**src/rtl/mmix_mem_bridge.sv**
```systemverilog
// MMIX memory port to 32-bit Avalon-MM master bridge.
// Big-endian lane mapping; octa accesses split into two tetra beats.
module mmix_mem_bridge #(
  parameter int ADDR_W = 26
) (
  input  logic              i_clk,
  input  logic              i_reset,
  input  logic [63:0]       i_mmix_address,
  input  logic [1:0]        i_mmix_datasize,
  input  logic              i_mmix_read,
  output logic [63:0]       o_mmix_readdata,
  input  logic              i_mmix_write,
  input  logic [63:0]       i_mmix_writedata,
  output logic              o_mmix_done,
  output logic [ADDR_W-1:0] o_avm_address,
  output logic [3:0]        o_avm_byteenable,
  output logic              o_avm_read,
  output logic              o_avm_write,
  output logic [31:0]       o_avm_writedata,
  input  logic [31:0]       i_avm_readdata,
  input  logic              i_avm_readdatavalid,
  input  logic              i_avm_waitrequest
);

  localparam int WA_W = ADDR_W - 2;

  localparam logic [2:0] S_IDLE  = 3'd0;
  localparam logic [2:0] S_BEAT0 = 3'd1;
  localparam logic [2:0] S_WAIT0 = 3'd2;
  localparam logic [2:0] S_BEAT1 = 3'd3;
  localparam logic [2:0] S_WAIT1 = 3'd4;
  localparam logic [2:0] S_DONE  = 3'd5;
  localparam logic [2:0] S_REARM = 3'd6;

  localparam logic [1:0] SZ_BYTE  = 2'd0;
  localparam logic [1:0] SZ_WYDE  = 2'd1;
  localparam logic [1:0] SZ_TETRA = 2'd2;
  localparam logic [1:0] SZ_OCTA  = 2'd3;

  function automatic logic [3:0] f_be(
    input logic [1:0] sz,
    input logic [1:0] lo
  );
    logic [3:0] be;
    unique case (sz)
      SZ_BYTE: be = 4'b1000 >> lo;
      SZ_WYDE: be = lo[1] ? 4'b0011 : 4'b1100;
      default: be = 4'b1111;
    endcase
    return be;
  endfunction

  // Replicate into every lane, then keep only the enabled ones.
  function automatic logic [31:0] f_wlanes(
    input logic [1:0]  sz,
    input logic [3:0]  be,
    input logic [63:0] wd
  );
    logic [31:0] rep;
    logic [31:0] mask;
    unique case (sz)
      SZ_BYTE:  rep = {4{wd[7:0]}};
      SZ_WYDE:  rep = {2{wd[15:0]}};
      SZ_TETRA: rep = wd[31:0];
      default:  rep = wd[63:32];
    endcase
    mask = {{8{be[3]}}, {8{be[2]}}, {8{be[1]}}, {8{be[0]}}};
    return rep & mask;
  endfunction

  function automatic logic [31:0] f_extract(
    input logic [1:0]  sz,
    input logic [1:0]  lo,
    input logic [31:0] rd
  );
    logic [31:0] sh;
    logic [31:0] ex;
    sh = rd;
    unique case (sz)
      SZ_BYTE: begin
        sh = rd >> {~lo, 3'b000};
        ex = {24'd0, sh[7:0]};
      end
      SZ_WYDE: begin
        sh = rd >> {~lo[1], 4'b0000};
        ex = {16'd0, sh[15:0]};
      end
      default: ex = sh;
    endcase
    return ex;
  endfunction

  logic [2:0]        r_state;
  logic [1:0]        r_size;
  logic [1:0]        r_lo;
  logic [WA_W-1:0]   r_word;
  logic              r_is_read;
  logic [63:0]       r_wdata;
  logic [63:0]       r_rdata;
  logic              r_done;
  logic [ADDR_W-1:0] r_avm_addr;
  logic [3:0]        r_avm_be;
  logic              r_avm_rd;
  logic              r_avm_wr;
  logic [31:0]       r_avm_wd;

  logic              w_req;
  logic [WA_W-1:0]   w_cap_word;
  logic [1:0]        w_cap_lo;
  logic [3:0]        w_cap_be;
  logic [31:0]       w_cap_wd;
  logic [31:0]       w_lane_rd;
  logic              w_is_octa;
  logic              w_more;
  logic              w_unused;

  assign w_req = i_mmix_read | i_mmix_write;

  always_comb begin
    w_cap_word = i_mmix_address[ADDR_W-1:2];
    if (i_mmix_datasize == SZ_OCTA) w_cap_word[0] = 1'b0;
  end

  always_comb begin
    w_cap_lo = 2'b00;
    unique case (i_mmix_datasize)
      SZ_BYTE: w_cap_lo = i_mmix_address[1:0];
      SZ_WYDE: w_cap_lo = {i_mmix_address[1], 1'b0};
      default: w_cap_lo = 2'b00;
    endcase
  end

  assign w_cap_be  = f_be(i_mmix_datasize, w_cap_lo);
  assign w_cap_wd  = f_wlanes(i_mmix_datasize, w_cap_be, i_mmix_writedata);
  assign w_lane_rd = f_extract(r_size, r_lo, i_avm_readdata);
  assign w_is_octa = (r_size == SZ_OCTA);
  assign w_more    = w_is_octa &&
                     (r_state == S_BEAT0 || r_state == S_WAIT0);
  assign w_unused  = &{1'b0, i_mmix_address[63:ADDR_W]};

  always_ff @(posedge i_clk) begin
    if (i_reset) begin
      r_state    <= S_IDLE;
      r_size     <= SZ_BYTE;
      r_lo       <= 2'b00;
      r_word     <= '0;
      r_is_read  <= 1'b0;
      r_wdata    <= '0;
      r_rdata    <= '0;
      r_done     <= 1'b0;
      r_avm_addr <= '0;
      r_avm_be   <= 4'b0000;
      r_avm_rd   <= 1'b0;
      r_avm_wr   <= 1'b0;
      r_avm_wd   <= '0;
    end else begin
      r_done <= 1'b0;
      case (r_state)
        S_IDLE: begin
          if (w_req) begin
            r_size     <= i_mmix_datasize;
            r_lo       <= w_cap_lo;
            r_word     <= w_cap_word;
            r_is_read  <= i_mmix_read;
            r_wdata    <= i_mmix_writedata;
            r_avm_addr <= {w_cap_word, 2'b00};
            r_avm_be   <= w_cap_be;
            r_avm_rd   <= i_mmix_read;
            r_avm_wr   <= ~i_mmix_read;
            r_avm_wd   <= i_mmix_read ? 32'd0 : w_cap_wd;
            if (i_mmix_read) r_rdata <= '0;
            r_state    <= S_BEAT0;
          end
        end
        S_BEAT0, S_BEAT1: begin
          if (!i_avm_waitrequest) begin
            r_avm_rd <= 1'b0;
            r_avm_wr <= 1'b0;
            if (r_is_read) begin
              r_state <= (r_state == S_BEAT0) ? S_WAIT0 : S_WAIT1;
            end else if (w_more) begin
              r_avm_addr <= {r_word[WA_W-1:1], 1'b1, 2'b00};
              r_avm_wr   <= 1'b1;
              r_avm_wd   <= r_wdata[31:0];
              r_state    <= S_BEAT1;
            end else begin
              r_done  <= 1'b1;
              r_state <= S_DONE;
            end
          end
        end
        S_WAIT0, S_WAIT1: begin
          if (i_avm_readdatavalid) begin
            if (!w_is_octa) r_rdata[31:0] <= w_lane_rd;
            else if (r_state == S_WAIT0) r_rdata[63:32] <= i_avm_readdata;
            else r_rdata[31:0] <= i_avm_readdata;
            if (w_more) begin
              r_avm_addr <= {r_word[WA_W-1:1], 1'b1, 2'b00};
              r_avm_rd   <= 1'b1;
              r_state    <= S_BEAT1;
            end else begin
              r_done  <= 1'b1;
              r_state <= S_DONE;
            end
          end
        end
        S_DONE:  r_state <= S_REARM;
        // A request still held after done must not be taken again.
        S_REARM: if (!w_req) r_state <= S_IDLE;
        default: r_state <= S_IDLE;
      endcase
    end
  end

  assign o_mmix_readdata  = r_rdata;
  assign o_mmix_done      = r_done;
  assign o_avm_address    = r_avm_addr;
  assign o_avm_byteenable = r_avm_be;
  assign o_avm_read       = r_avm_rd;
  assign o_avm_write      = r_avm_wr;
  assign o_avm_writedata  = r_avm_wd;

endmodule

```
**config.mk**
```make
export PLATFORM = sky130hd
export DESIGN_NAME = mmix_mem_bridge
export DESIGN_NICKNAME = d
export VERILOG_FILES = /design/src/rtl/mmix_mem_bridge.sv
export SDC_FILE = /design/constraint.sdc
export NUM_CORES = 1
export LEC_CHECK = 0
export ABC_AREA = 1
export BUFFER_PORTS_ARGS = -buffer_cell sky130_fd_sc_hd__buf_2
export CORE_ASPECT_RATIO = 1.1
export CORE_MARGIN = 2
export CORE_UTILIZATION = 53
export CTS_BUF_LIST = sky130_fd_sc_hd__clkbuf_8
export DETAILED_ROUTE_END_ITERATION = 6
export PLACE_DENSITY = 0.81
export SLEW_MARGIN = 10
export SYNTH_ARGS = -nofsm -noshare
export SYNTH_HDL_FRONTEND = slang
export SYNTH_SLANG_ARGS = --single-unit
```
**constraint.sdc**
```tcl
create_clock -name i_clk -period 2.1 [get_ports i_clk]
set_input_delay 0.42 -clock i_clk [delete_from_list [all_inputs] [get_ports i_clk]]
set_output_delay 0.42 -clock i_clk [all_outputs]
set_load 0.01 [all_outputs]
```
==> results.json, run 1 <==
{
  "numCtsBuffers": 17,
  "combPwrFrac": 0.500,
  "period_share": 0.9217,
  "areaGrowthSynthToFinish_pct": 20.24,
  "synth_ff_type": "dfxtp_1",
  "p_sw_mw": 7.221,
  "tightest_slew_ns": 0.6866,
  "rsz0062_at_grt": "false",
  "timing.rr.end": "o_mmix_readdata[8]",
  "syn_inst": 1363,
  "p_int_mw": 8.788,
  "postCtsSetupRepairBufs": 0,
  "slew_violations": 0,
  "grt_pass1_vias": 8853,
  "ys_ff_latch": 190,
  "regToRegSetupSlack_ns": 0.16,
  "core.rowCount": 49,
  "initial_core_util": 0.5440,
  "grt_max_degree": 68,
  "clock_latency_ns": 0.47,
  "gr-total-overflow": 0,
  "routedWlPerCell_um": 15.01,
  "h-tree-depth": 4,
  "ys_seq_area_frac": 0.4255,
  "cts-root-buf": "clkbuf_8",
  "synthArstFlopShare": 0,
  "min-delay-start": "i_mmix_address[14]",
  "viasPerCell": 5.376,
  "critPathMaxFanout": 16,
  "final_cell_mix": "nand2_1, buf_2, nor2_1, o21ai_0, dfxtp_1",
  "grt_usage": 0.2969,
  "end_kind": "flop",
  "die_h_um": 140.2,
  "clockBufferDepth": 2,
  "synth-edff-count": 0,
  "finalSetupViolCount": 0,
  "finClkSkew_ns": 0.01927,
  "dp_slack_ns": 0.1050,
  "final_nets": 1745,
  "power.density_mw_per_mm2": 1489,
  "wl_um": 26930,
  "io-pin-count": 297,
  "r2r_start": "r_state[0]",
  "vias": 9645,
  "fmax_mhz": 516.7,
  "power_frac_clock": 0.147,
  "period_needed_ns": 1.936,
  "drtIter0Drc": 1170,
  "antenna_found_initial": 0,
  "clkTransAtPathRegs_ns": 0.10,
  "slowest_stage": "dfxtp_1",
  "relSlewSlack": 0.5416,
  "gp_congestion": 0.9242,
  "avgSynthCellArea_um2": 6.558,
  "final_hold_viol_count": 0,
  "tns_ns": 0,
  "syn_area_mm2": 0.008939,
  "crit_arrival_ns": 2.30,
  "hold_end": "r_word[12]",
  "die_w_um": 127.8,
  "cp_data_required_time_ns": 2.46,
  "firstDrtPassIters": 6,
  "diodes": 0,
  "crit_chain": "nor2_1 -> nand2_1 -> nand2_2 -> nand2_2 -> inv_2 -> nor2_2 -> inv_1 -> nor2_1 -> nor2_1",
  "p_sw_frac": 0.4511,
  "yosys_warnings": 0,
  "cts_tree": "done",
  "ir_worst_vdd_mv": 0.6978,
  "io_buffers": 256,
  "synth_cell_types": 26,
  "worst_slack_ns": 0.1645,
  "critPathLaunchType": "flop",
  "drc": 0,
  "dieArea_mm2": 0.01792,
  "final_util": 0.6541,
  "status": "finished, final reports clean",
  "final_common_cell": "nand2_1",
  "cts.sinks": 190,
  "cap_violations": 0,
  "leakagePower_nw": 5.308,
  "drive_gt1_frac": 0.2233,
  "min_path_type": "input pin to flop",
  "pwr-share-seq": 0.353,
  "cpMostUsedCell": "nor2_1",
  "ant_nets": 0,
  "crit_path_max_incr_delay_ns": 0.53,
  "path_class": "flop to flop",
  "rr_worst_depth": 9,
  "grt_pass1_wl_um": 43190,
  "hold_depth": 3,
  "hpwlAfterDp_um": 19020,
  "core_mm2": 0.01643,
  "power_mw": 16.01
}
==> repair_timing <==
| item | CTS | global route |
|---|---|---|
| endpoints found under the hold margin | 0 | 0 |
| resized for setup | 0 | 3 |
| hold buffers | 0 | 0 |
| endpoints found under the setup margin | 0 | 13 |
==> per-stage QoR <==
stage / std cells / hold WS (ns) / cell area (um2)
after global placement: 1762 / 0.4317 / 10370
after floorplan: 1364 / 0.4245 / 8942
after global routing: 1794 / 0.2054 / 10750
after CTS: 1794 / 0.1885 / 10740
after detailed placement: 1762 / 0.4385 / 10370
final: 1794 / 0.2055 / 10750
==> layout make-up <==
type,count,area [um2]
Clock buffer,19,261.5
Tap cell,204,255.2
Timing Repair Buffer,287,1602
Inverter,97,367.9
Fill cell,1557,5683
Multi-Input combinational cell,984,4343
Clock inverter,13,113.9
Sequential cell,190,3805
==> worst max path at each step <==
| stage | cells past startpoint | to | slack (ns) | startpoint |
|---|---|---|---|---|
| floorplan | 10 | o_avm_writedata[10] | 0.48 | i_mmix_datasize[0] |
| global placement | 9 | o_avm_writedata[9] | 0.17 | i_mmix_datasize[1] |
| detailed placement | 9 | o_avm_writedata[13] | 0.10 | i_mmix_datasize[1] |
| CTS | 8 | o_mmix_readdata[63] | 0.13 | r_state[0] |
| global route | 10 | o_mmix_readdata[18] | 0.0009 | r_state[0] |
| finish | 9 | o_mmix_readdata[8] | 0.16 | r_state[0] |
==> power by group through the flow <==
stage               Combinational [mW]  Sequential, mW  Clock [mW]
floorplan                         5.12            6.02           0
global placement                  7.80            5.68           0
detailed placement                7.92            5.71           0
CTS                               7.97            5.64        2.37
global route                      9.01            5.81        2.50
finish                            8.01            5.65        2.35
==> worst max-delay path: cells and delay by family (launching register included) <==
| kind | cells | cell delay, ns |
|---|---|---|
| and+or+nand+nor | 7 | 1.02 |
| DFF | 1 | 0.53 |
| buffers and inverters | 2 | 0.29 |
==> synth_stat cells (3+ instances only) <==
cell,number,share of area
nand2_2,9,0.0063
inv_1,88,0.037
o21ai_0,201,0.11
nor2_4,3,0.0038
nor3_1,7,0.0039
nor2_2,15,0.010
o22ai_1,13,0.0091
nor2_1,251,0.11
o21ai_1,5,0.0028
nand4_1,3,0.0021
a21oi_1,90,0.050
dfxtp_1,190,0.43
nand2_1,287,0.12
buf_2,24,0.013
nand3_1,92,0.052
buf_6,4,0.0050
inv_2,7,0.0029
clkbuf_1,55,0.023
buf_4,8,0.0067
==> logic make-up (layout without fill, tap and decap cells) <==
group,Yosys count,count (layout),synth area share
flip-flops,190,190,0.4255
other,1,2,0.0004195
AO/OA/AOI/OAI,314,314,0.1790
AND/OR/NAND/NOR,668,668,0.3051
buffers and inverters,190,416,0.08987
==> metal layers <==
metal	GRT usage	wire, um	vias to the layer above
li1	-	-	4805
met1	0.3817	11150	4287
met2	0.4880	12500	471
met3	0.06494	2345	82
met4	0.1139	921	0
met5	0	0	-
==> sequential cells by signal, summed over array words and instances (netlist names) <==
signal / cells
o_avm_address: 24
r_word: 23
o_avm_read: 1
r_size: 2
o_avm_byteenable: 4
r_lo: 2
r_state: 3
o_avm_writedata: 32
r_wdata: 32
r_is_read: 1
o_mmix_done: 1
o_avm_write: 1
o_mmix_readdata: 64
Power figures use the tool's default switching activity.
==> inputs of run 2 (changes only) <==
--- a/config.mk
+++ b/config.mk
@@ -8,7 +8,6 @@
 export ABC_AREA = 1
 export BUFFER_PORTS_ARGS = -buffer_cell sky130_fd_sc_hd__buf_2
 export CORE_ASPECT_RATIO = 1.1
-export CORE_MARGIN = 2
 export CORE_UTILIZATION = 53
 export CTS_BUF_LIST = sky130_fd_sc_hd__clkbuf_8
 export DETAILED_ROUTE_END_ITERATION = 6
==> results.json, run 2 (synthesis gave the netlist of run 1 again) <==
{
  "min-delay-start": "i_mmix_address[9]",
  "gr-total-overflow": 0,
  "critPathMaxFanout": 16,
  "period_needed_ns": 1.910,
  "h-tree-depth": 4,
  "critPathLaunchType": "flop",
  "routedWlPerCell_um": 15.06,
  "startpoint": "r_state[0]",
  "regToRegSetupSlack_ns": 0.19,
  "rsz0062_at_grt": "false",
  "largest_register_ff_count": 64,
  "numCtsBuffers": 17,
  "end_kind": "flop",
  "core.rowCount": 49,
  "final_common_cell": "nand2_1",
  "final_nets": 1750,
  "viasPerCell": 5.460,
  "final_hold_viol_count": 0,
  "crit_arrival_ns": 2.28,
  "cts.sinks": 190,
  "ctsResizeCount": 0,
  "drive_gt1_frac": 0.2270,
  "drtIter0Drc": 950,
  "worst_slack_ns": 0.1900,
  "slew_violations": 0,
  "grt_pass1_wl_um": 43280,
  "final_cell_mix": "nand2_1, buf_2, nor2_1, o21ai_0, dfxtp_1",
  "ir_worst_vdd_mv": 0.7202,
  "grt_max_degree": 50,
  "firstDrtPassIters": 5,
  "initial_core_util": 0.5440,
  "cts-root-buf": "clkbuf_8",
  "timing.rr.end": "o_mmix_readdata[8]",
  "power.density_mw_per_mm2": 1519,
  "crit_path_max_incr_delay_ns": 0.54,
  "cpMostUsedCell": "nor2_1",
  "drc": 0,
  "die_h_um": 138.2,
  "dp_slack_ns": 0.2148,
  "antenna_found_initial": 0,
  "postCtsSetupRepairBufs": 0,
  "leakagePower_nw": 5.358,
  "rr_worst_depth": 9,
  "areaGrowthSynthToFinish_pct": 21.53,
  "endpoint": "o_mmix_readdata[8]",
  "tightest_slew_ns": 0.6259,
  "io-pin-count": 297,
  "status": "finished, final reports clean",
  "clkTransAtPathRegs_ns": 0.10,
  "tns_ns": 0,
  "ant_nets": 0,
  "gp_congestion": 0.9340,
  "clock_latency_ns": 0.47,
  "finClkSkew_ns": 0.01337,
  "core_mm2": 0.01643,
  "cp_data_required_time_ns": 2.47,
  "r2r_start": "r_state[0]",
  "cap_violations": 0,
  "grt_pass1_vias": 8700,
  "slowest_stage": "dfxtp_1",
  "io_buffers": 256,
  "wl_um": 27090,
  "period_share": 0.9095,
  "vias": 9822,
  "die_w_um": 125.8,
  "relSlewSlack": 0.5812,
  "dieArea_mm2": 0.01739,
  "crit_chain": "nor2_1 -> nand2_1 -> nand2_2 -> nand2_2 -> inv_2 -> nor2_2 -> inv_1 -> nor2_1 -> nor2_1",
  "path_class": "flop to flop",
  "hpwlAfterDp_um": 19110,
  "grt_usage": 0.3079,
  "diodes": 0,
  "fmax_mhz": 523.6,
  "cts_tree": "done",
  "clockBufferDepth": 2,
  "min_path_type": "input pin to flop",
  "ctsHoldBuffers": 0,
  "finalSetupViolCount": 0
}
-- run 2: report_power, final --
group	internal, mW	total, mW	switching (mW)
combinational	2.82	8.09	5.27
sequential	4.98	5.62	0.641
clock	1.35	2.79	1.44
-- run 2: routing by layer --
layer	vias up	global-route usage	share of wire	wire [um]
met5	-	0	0	0
met4	0	0.1516	0.039	1044
met3	84	0.06308	0.088	2397
met2	554	0.4965	0.46	12430
met1	4378	0.3924	0.41	11220
li1	4806	-	-	-
-- run 2: layout make-up --
class                      count  area, um2
fill                        1495       5568
multi-input combinational    984       4338
sequential                   190       3804
timing repair buffer         292       1639
inverter                      97      365.4
tap                          204      255.2
clock buffer                  17      234.0
clock inverter                15      227.7
-- run 2: per-stage QoR --
| step | instances | cell area, um2 | hold slack, ns | power (mW) | utilization |
|---|---|---|---|---|---|
| 5_1_grt | 1799 | 10860 | 0.1851 | 17.74 | 0.6611 |
| 4_1_cts | 1799 | 10860 | 0.1756 | 16.46 | 0.6611 |
| 2_1_floorplan | 1364 | 8942 | 0.4245 | 11.14 | - |
| 3_3_place_gp | 1767 | 10400 | 0.4309 | 13.50 | 0.6330 |
| 3_5_place_dp | 1767 | 10400 | 0.4379 | 13.66 | 0.6330 |
| 6_report | 1799 | 10860 | 0.1944 | 16.50 | 0.6611 |
-- run 2: worst min-delay path by stage --
stage	end	slack, ns	cells after the start
final	r_word[7]	0.19	3
after global routing	r_word[4]	0.19	3
after CTS	r_word[7]	0.18	3
after detailed placement	r_wdata[8]	0.44	2
after global placement	r_wdata[11]	0.43	2
after floorplan	r_wdata[0]	0.42	2
-- run 2: worst max-delay path, delay by kind of cell (launching register included) --
kind          cells  cell delay [ns]
flops             1             0.54
simple gates      7             0.98
buf+inv           2             0.29
